[config.mk]
export PLATFORM = sky130hd
export DESIGN_NAME = proc_control_fsm
export DESIGN_NICKNAME = d
export VERILOG_FILES = /design/src/rtl/ctrl_pkg.sv /design/src/rtl/dec3to8.sv /design/src/rtl/proc_control_fsm.sv
export SDC_FILE = /design/constraint.sdc
export NUM_CORES = 1
export LEC_CHECK = 0
export CAP_MARGIN = 20
export CORE_ASPECT_RATIO = 0.9
export CORE_MARGIN = 2
export CORE_UTILIZATION = 35
export CTS_CLUSTER_DIAMETER = 40
export CTS_CLUSTER_SIZE = 24
export DETAILED_ROUTE_END_ITERATION = 16
export HOLD_SLACK_MARGIN = 0.02
export PLACE_DENSITY_LB_ADDON = 0.2
export REMOVE_ABC_BUFFERS = 1
export SKIP_CTS_REPAIR_TIMING = 1
export SYNTH_ARGS = -nofsm -noshare
export SYNTH_HDL_FRONTEND = slang
export SYNTH_SLANG_ARGS = --single-unit
[constraint.sdc]
create_clock -name Clock -period 2.5 [get_ports Clock]
set_clock_uncertainty 0.1 [all_clocks]
set_input_delay 0.5 -clock Clock [delete_from_list [all_inputs] [get_ports Clock]]
set_output_delay 0.5 -clock Clock [all_outputs]
set_load 0.02 [all_outputs]
[src/rtl/ctrl_pkg.sv]
// Shared definitions for the processor control unit: opcodes, FSM states and IR field positions.
package ctrl_pkg;

  localparam logic [3:0] OP_MV   = 4'b0000;
  localparam logic [3:0] OP_MVI  = 4'b0001;
  localparam logic [3:0] OP_MVNZ = 4'b0100;
  localparam logic [3:0] OP_ADD  = 4'b0101;
  localparam logic [3:0] OP_SUB  = 4'b0110;
  localparam logic [3:0] OP_OR   = 4'b0111;
  localparam logic [3:0] OP_SLT  = 4'b1000;
  localparam logic [3:0] OP_SLL  = 4'b1001;
  localparam logic [3:0] OP_SRL  = 4'b1010;

  localparam int unsigned OP_MSB = 15;
  localparam int unsigned OP_LSB = 12;
  localparam int unsigned X_MSB  = 11;
  localparam int unsigned X_LSB  = 9;
  localparam int unsigned Y_MSB  = 8;
  localparam int unsigned Y_LSB  = 6;

  typedef enum logic [2:0] {
    T0,
    T1,
    T2,
    T3,
    HALT
  } state_e;

endpackage

[src/rtl/dec3to8.sv]
// 3-bit to one-hot 8-bit decoder with enable; output is all zeros when disabled.
module dec3to8 (
  input  logic       en_i,
  input  logic [2:0] sel_i,
  output logic [7:0] onehot_o
);

  always_comb begin
    onehot_o = '0;
    if (en_i) onehot_o[sel_i] = 1'b1;
  end

endmodule

[src/rtl/proc_control_fsm.sv]
// Multicycle control unit sequencing T0-T3 for the 16-bit simple processor.
// Optional CTRL_ILLEGAL_TRAP_EN: illegal opcodes set a sticky Illegal flag and halt the FSM.
module proc_control_fsm #(
  parameter int unsigned NREGS = 8,
  parameter int unsigned IRW   = 16,
  parameter int unsigned OPW   = 4
) (
  input  logic             Clock,
  input  logic             Resetn,
  input  logic             Run,
  input  logic [IRW-1:0]   IR,
  input  logic             GNZ,
  output logic             IRin,
  output logic [NREGS-1:0] Rin,
  output logic [NREGS-1:0] Rout,
  output logic             Gout,
  output logic             DINout,
  output logic             Ain,
  output logic             Gin,
  output logic [OPW-1:0]   AluOp,
  output logic             Done,
  output logic             Illegal
);
  import ctrl_pkg::*;

  state_e state_q, state_d;

  logic [3:0] opcode;
  logic [2:0] x_fld, y_fld;
  logic       unused_ir;

  assign opcode    = IR[OP_MSB:OP_LSB];
  assign x_fld     = IR[X_MSB:X_LSB];
  assign y_fld     = IR[Y_MSB:Y_LSB];
  assign unused_ir = ^IR[Y_LSB-1:0];

  logic           irin, rin_en, rout_en, gout, dinout, ain, gin, done, illegal_hit;
  logic [2:0]     rout_sel;
  logic [OPW-1:0] aluop;
  logic [7:0]     rin_full, rout_full;

  always_comb begin
    state_d     = state_q;
    irin        = 1'b0;
    rin_en      = 1'b0;
    rout_en     = 1'b0;
    rout_sel    = y_fld;
    gout        = 1'b0;
    dinout      = 1'b0;
    ain         = 1'b0;
    gin         = 1'b0;
    aluop       = '0;
    done        = 1'b0;
    illegal_hit = 1'b0;
    unique case (state_q)
      T0: begin
        irin = Run;
        if (Run) state_d = T1;
      end
      T1: begin
        state_d = T0;
        case (opcode)
          OP_MV: begin
            rout_en = 1'b1;
            rin_en  = 1'b1;
            done    = 1'b1;
          end
          OP_MVI: begin
            dinout = 1'b1;
            rin_en = 1'b1;
            done   = 1'b1;
          end
          OP_MVNZ: begin
            rout_en = GNZ;
            rin_en  = GNZ;
            done    = 1'b1;
          end
          OP_ADD, OP_SUB, OP_OR, OP_SLT, OP_SLL, OP_SRL: begin
            rout_sel = x_fld;
            rout_en  = 1'b1;
            ain      = 1'b1;
            state_d  = T2;
          end
          default: begin
            illegal_hit = 1'b1;
`ifdef CTRL_ILLEGAL_TRAP_EN
            state_d = HALT;
`else
            done = 1'b1;
`endif
          end
        endcase
      end
      T2: begin
        rout_en = 1'b1;
        gin     = 1'b1;
        aluop   = opcode;
        state_d = T3;
      end
      T3: begin
        gout    = 1'b1;
        rin_en  = 1'b1;
        done    = 1'b1;
        state_d = T0;
      end
`ifdef CTRL_ILLEGAL_TRAP_EN
      HALT: state_d = HALT;
`else
      HALT: state_d = T0;
`endif
      default: state_d = T0;
    endcase
  end

  always_ff @(posedge Clock or negedge Resetn) begin
    if (!Resetn) state_q <= T0;
    else         state_q <= state_d;
  end

`ifdef CTRL_ILLEGAL_TRAP_EN
  logic illegal_q, illegal_d;

  assign illegal_d = illegal_q | illegal_hit;

  always_ff @(posedge Clock or negedge Resetn) begin
    if (!Resetn) illegal_q <= 1'b0;
    else         illegal_q <= illegal_d;
  end

  assign Illegal = illegal_q;
`else
  logic unused_illegal_hit;
  assign unused_illegal_hit = illegal_hit;
  assign Illegal            = 1'b0;
`endif

  dec3to8 u_dec_rin (
    .en_i     (rin_en),
    .sel_i    (x_fld),
    .onehot_o (rin_full)
  );

  dec3to8 u_dec_rout (
    .en_i     (rout_en),
    .sel_i    (rout_sel),
    .onehot_o (rout_full)
  );

  // Outputs are masked while Resetn is low so a held Run cannot raise IRin during reset.
  assign IRin   = irin & Resetn;
  assign Rin    = rin_full[NREGS-1:0] & {NREGS{Resetn}};
  assign Rout   = rout_full[NREGS-1:0] & {NREGS{Resetn}};
  assign Gout   = gout & Resetn;
  assign DINout = dinout & Resetn;
  assign Ain    = ain & Resetn;
  assign Gin    = gin & Resetn;
  assign AluOp  = aluop & {OPW{Resetn}};
  assign Done   = done & Resetn;

endmodule

==> results of run 1 <==
through the flow:
step                utilization, %  cell area [um^2]
global route                  77.8              1460
floorplan                        -               647
detailed placement            68.7              1290
global placement              68.7              1290
CTS                           69.9              1310
finish                        77.8              1460
critical path, delay by kind of cell, from the launching register on:
| family | cells | cell delay (ns) |
|---|---|---|
| buf+inv | 2 | 0.24 |
| fa+ha+maj | 1 | 0.13 |
| simple gates | 4 | 0.90 |
| compound gates | 1 | 0.13 |
| flops | 1 | 0.38 |
worst paths after layout:
| kind | startpoint | to | slack (ns) | cells past startpoint |
|---|---|---|---|---|
| worst max-delay path | state_q[1] | Rin[0] | -0.11 | 8 |
| worst min-delay path | Resetn | state_q[0] | 0.50 | 2 |
| worst max register to register | state_q[0] | state_q[1] | 0.96 | 8 |
| worst min register to register | state_q[0] | state_q[1] | 0.57 | 2 |
| max in group asynchronous | Resetn | state_q[1] | 1.67 | 2 |
| min in group Clock | state_q[0] | state_q[1] | 0.57 | 2 |
Yosys cell counts (2+ instances only):
cell,number
nand2b_1,4
nand3b_1,2
nand3b_4,2
nor2_1,11
a211oi_2,2
nor3_1,6
and2_1,2
nand2_1,4
a21oi_1,3
ha_1,4
a31oi_1,2
nor4_1,2
dfrtp_1,2
inv_1,3
and3_1,5
cell usage in the layout, fill, tap and decap left out, types with 3 or more instances in the layout:
cell and instances:
buf_4 42, dlymetal6s2s_1 11, nor2_1 10, clkdlybuf4s50_1 8
and3_1 5, nand2_1 4, nor3_2 4, nand2b_1 4
nand3b_4 3, nor3_1 3, ha_1 3, clkbuf_4 3
buf_6 3
power groups by stage:
stage	registers (W)	logic, W	clock network, W
6_report	0.0000650	0.000764	0.0000681
5_1_grt	0.0000665	0.000812	0.0000730
4_1_cts	0.0000591	0.000658	0.0000712
3_5_place_dp	0.0000595	0.000653	0
3_3_place_gp	0.0000570	0.000645	0
2_1_floorplan	0.0000661	0.000342	0
kinds of logic after synthesis:
group | after synthesis
buffers and inverters | 8
muxes | 1
AOI/OAI and AO/OA | 18
and+or+nand+nor | 47
adders and majority gates | 4
other | 1
DFF | 2
routing by layer:
| metal | track usage [%] | share of wire [%] |
|---|---|---|
| met5 | 0 | 0 |
| met3 | 1.97 | 3.7 |
| met2 | 33.2 | 51 |
| met4 | 4.86 | 0.78 |
| met1 | 24.1 | 44 |
area by class of cell:
cell class / instances / area share (%)
Clock buffer: 3 / 1.54
Inverter: 4 / 1.20
Multi-Input combinational cell: 71 / 49.1
Sequential cell: 2 / 3.43
Tap cell: 25 / 2.14
Timing Repair Buffer: 69 / 42.6
==> impl_metrics.json, run 1 <==
{
  "largest_reg_flops": 2,
  "critPathSlowestCell": "dfrtp_1",
  "critPathKind": "reg2out",
  "std_cell_rows": 15,
  "synth_ff_type": "dfrtp_1",
  "multi_input_area_um2": 717,
  "setup_tns_ns": -0.681,
  "post-route-period-util_pct": 104,
  "p_sw_w": 0.000421,
  "crit_arrival_ns": 2.01,
  "intPower_w": 0.000476,
  "insertion_delay_ns": 0.22,
  "drive_above_1_share_pct": 56.4,
  "violations": "setup timing",
  "ios": 47,
  "report.final.slew_viol_count": 0,
  "gp_congestion": 0.678,
  "drcViolationCount": 0,
  "io_buffers": 39,
  "ir_worst_vdd_mv": 0.607,
  "floorplan.initialDensity_pct": 36.3,
  "die_width_um": 50.5,
  "n_fill_cell": 136,
  "cts_tree": "yes",
  "synth-seq-cells": 2,
  "core-area_um2": 1880,
  "avgViaCountPerCell": 4.99,
  "reg_top3": "state_q: 2 flops",
  "antenna_found_initial": 0,
  "status": "finished with violations",
  "path_max_fanout": 4,
  "comb_power_share_pct": 85.2,
  "place.detailed.hpwl_um": 1700,
  "synthArstFlopShare_pct": 100,
  "dieArea_um2": 2320,
  "synth_compound_area_share_pct": 28.4,
  "regMostFlops": "state_q",
  "synth_xor_area_share_pct": 0,
  "dieHeight_um": 45.9,
  "drtIter0Drc": 17,
  "yosys-top-cells-area": "dfrtp_1 7.3%, ha_1 7.3%, nor2_1 6.1%",
  "area_delta_synth_final_pct": 114,
  "synth_top_family_by_area": "simple AND/OR/NAND/NOR gates",
  "dp_cells": 167,
  "synth_cell_types": 42,
  "fin_hold_ws_ns": 0.502,
  "wirelength_um": 2440,
  "switching_share_pct": 46.9,
  "ys.warnings.count": 0,
  "setup_violations": 12,
  "synth_top_cell_by_area": "dfrtp_1",
  "ys_seq_area_share_pct": 7.34,
  "synth_top_area_share_pct": 7.34,
  "grt_pass1_wl_um": 3290,
  "track_usage_pct": 18.6,
  "crit_path_end_kind": "primary output",
  "maxCapViolations": 0,
  "grt_pass1_vias": 772,
  "syn_inst": 81,
  "clockRootBuffer": "clkbuf_4",
  "synth-simple-area-share_pct": 47.5,
  "gr-total-overflow": 0,
  "seqPwrFrac_pct": 7.2,
  "worstPathRequired_ns": 1.90,
  "hold_violations": 0,
  "antennaDiodeCount": 0,
  "yosys.area_share.adder_pct": 7.34,
  "rsz0062_at_grt": "true",
  "wl_per_cell_um": 14.0,
  "cts_max_level": 1,
  "path_clk_slew_ns": 0.03,
  "grt_max_degree": 12,
  "max_stage_delay_ns": 0.38,
  "finalPower_w": 0.000897,
  "startpoint_type": "flop",
  "drtPass1Iterations": 4,
  "synthMuxAreaShare_pct": 1.47,
  "numCtsBuffers": 3,
  "pwr-share-clk_pct": 7.6,
  "final_cells": 174,
  "nNetsFinal": 175,
  "fin_crit_ns": 2.61,
  "worst_slack_ns": -0.106,
  "fmax_mhz": 384,
  "clock_sinks": 2,
  "synth_edf_count": 0,
  "postRouteAntennaNets": 0,
  "register_area_um2": 50.0,
  "p_leak_nw": 0.823,
  "syn_area_per_cell_um2": 8.42,
  "path_cells": "inv_2 -> ha_4 -> or3b_4 -> a21oi_2 -> nor2_1 -> or3_4 -> nor3_2 -> buf_4",
  "hp-class": "in2async",
  "p_per_area_nw_per_um2": 614,
  "pre_cts_slack_ns": -0.886,
  "clockBufferDepth": 2,
  "syn_area_um2": 682,
  "vias": 868
}
No activity file was read; power rests on OpenSTA's default activity.
==> run 2: changes to the inputs <==
--- a/config.mk
+++ b/config.mk
@@ -13,6 +13,7 @@
 export CTS_CLUSTER_SIZE = 24
 export DETAILED_ROUTE_END_ITERATION = 16
 export HOLD_SLACK_MARGIN = 0.02
+export MAX_ROUTING_LAYER = met4
 export PLACE_DENSITY_LB_ADDON = 0.2
 export REMOVE_ABC_BUFFERS = 1
 export SKIP_CTS_REPAIR_TIMING = 1
==> results of run 2 <==
No change in the layout: final DEF, timing and power equal those of run 1.
Main changes from that run: final weighted congestion in routability-driven placement 0.678 -> 0.685; overall routing resource usage 18.6% -> 19.1%
==> run 3: changes to the inputs <==
--- a/config.mk
+++ b/config.mk
@@ -9,11 +9,10 @@
 export CORE_ASPECT_RATIO = 0.9
 export CORE_MARGIN = 2
 export CORE_UTILIZATION = 35
-export CTS_CLUSTER_DIAMETER = 40
+export CTS_CLUSTER_DIAMETER = 100
 export CTS_CLUSTER_SIZE = 24
 export DETAILED_ROUTE_END_ITERATION = 16
 export HOLD_SLACK_MARGIN = 0.02
-export MAX_ROUTING_LAYER = met4
 export PLACE_DENSITY_LB_ADDON = 0.2
 export REMOVE_ABC_BUFFERS = 1
 export SKIP_CTS_REPAIR_TIMING = 1
==> results of run 3 <==
No change in the layout: final DEF, timing and power equal those of run 1.
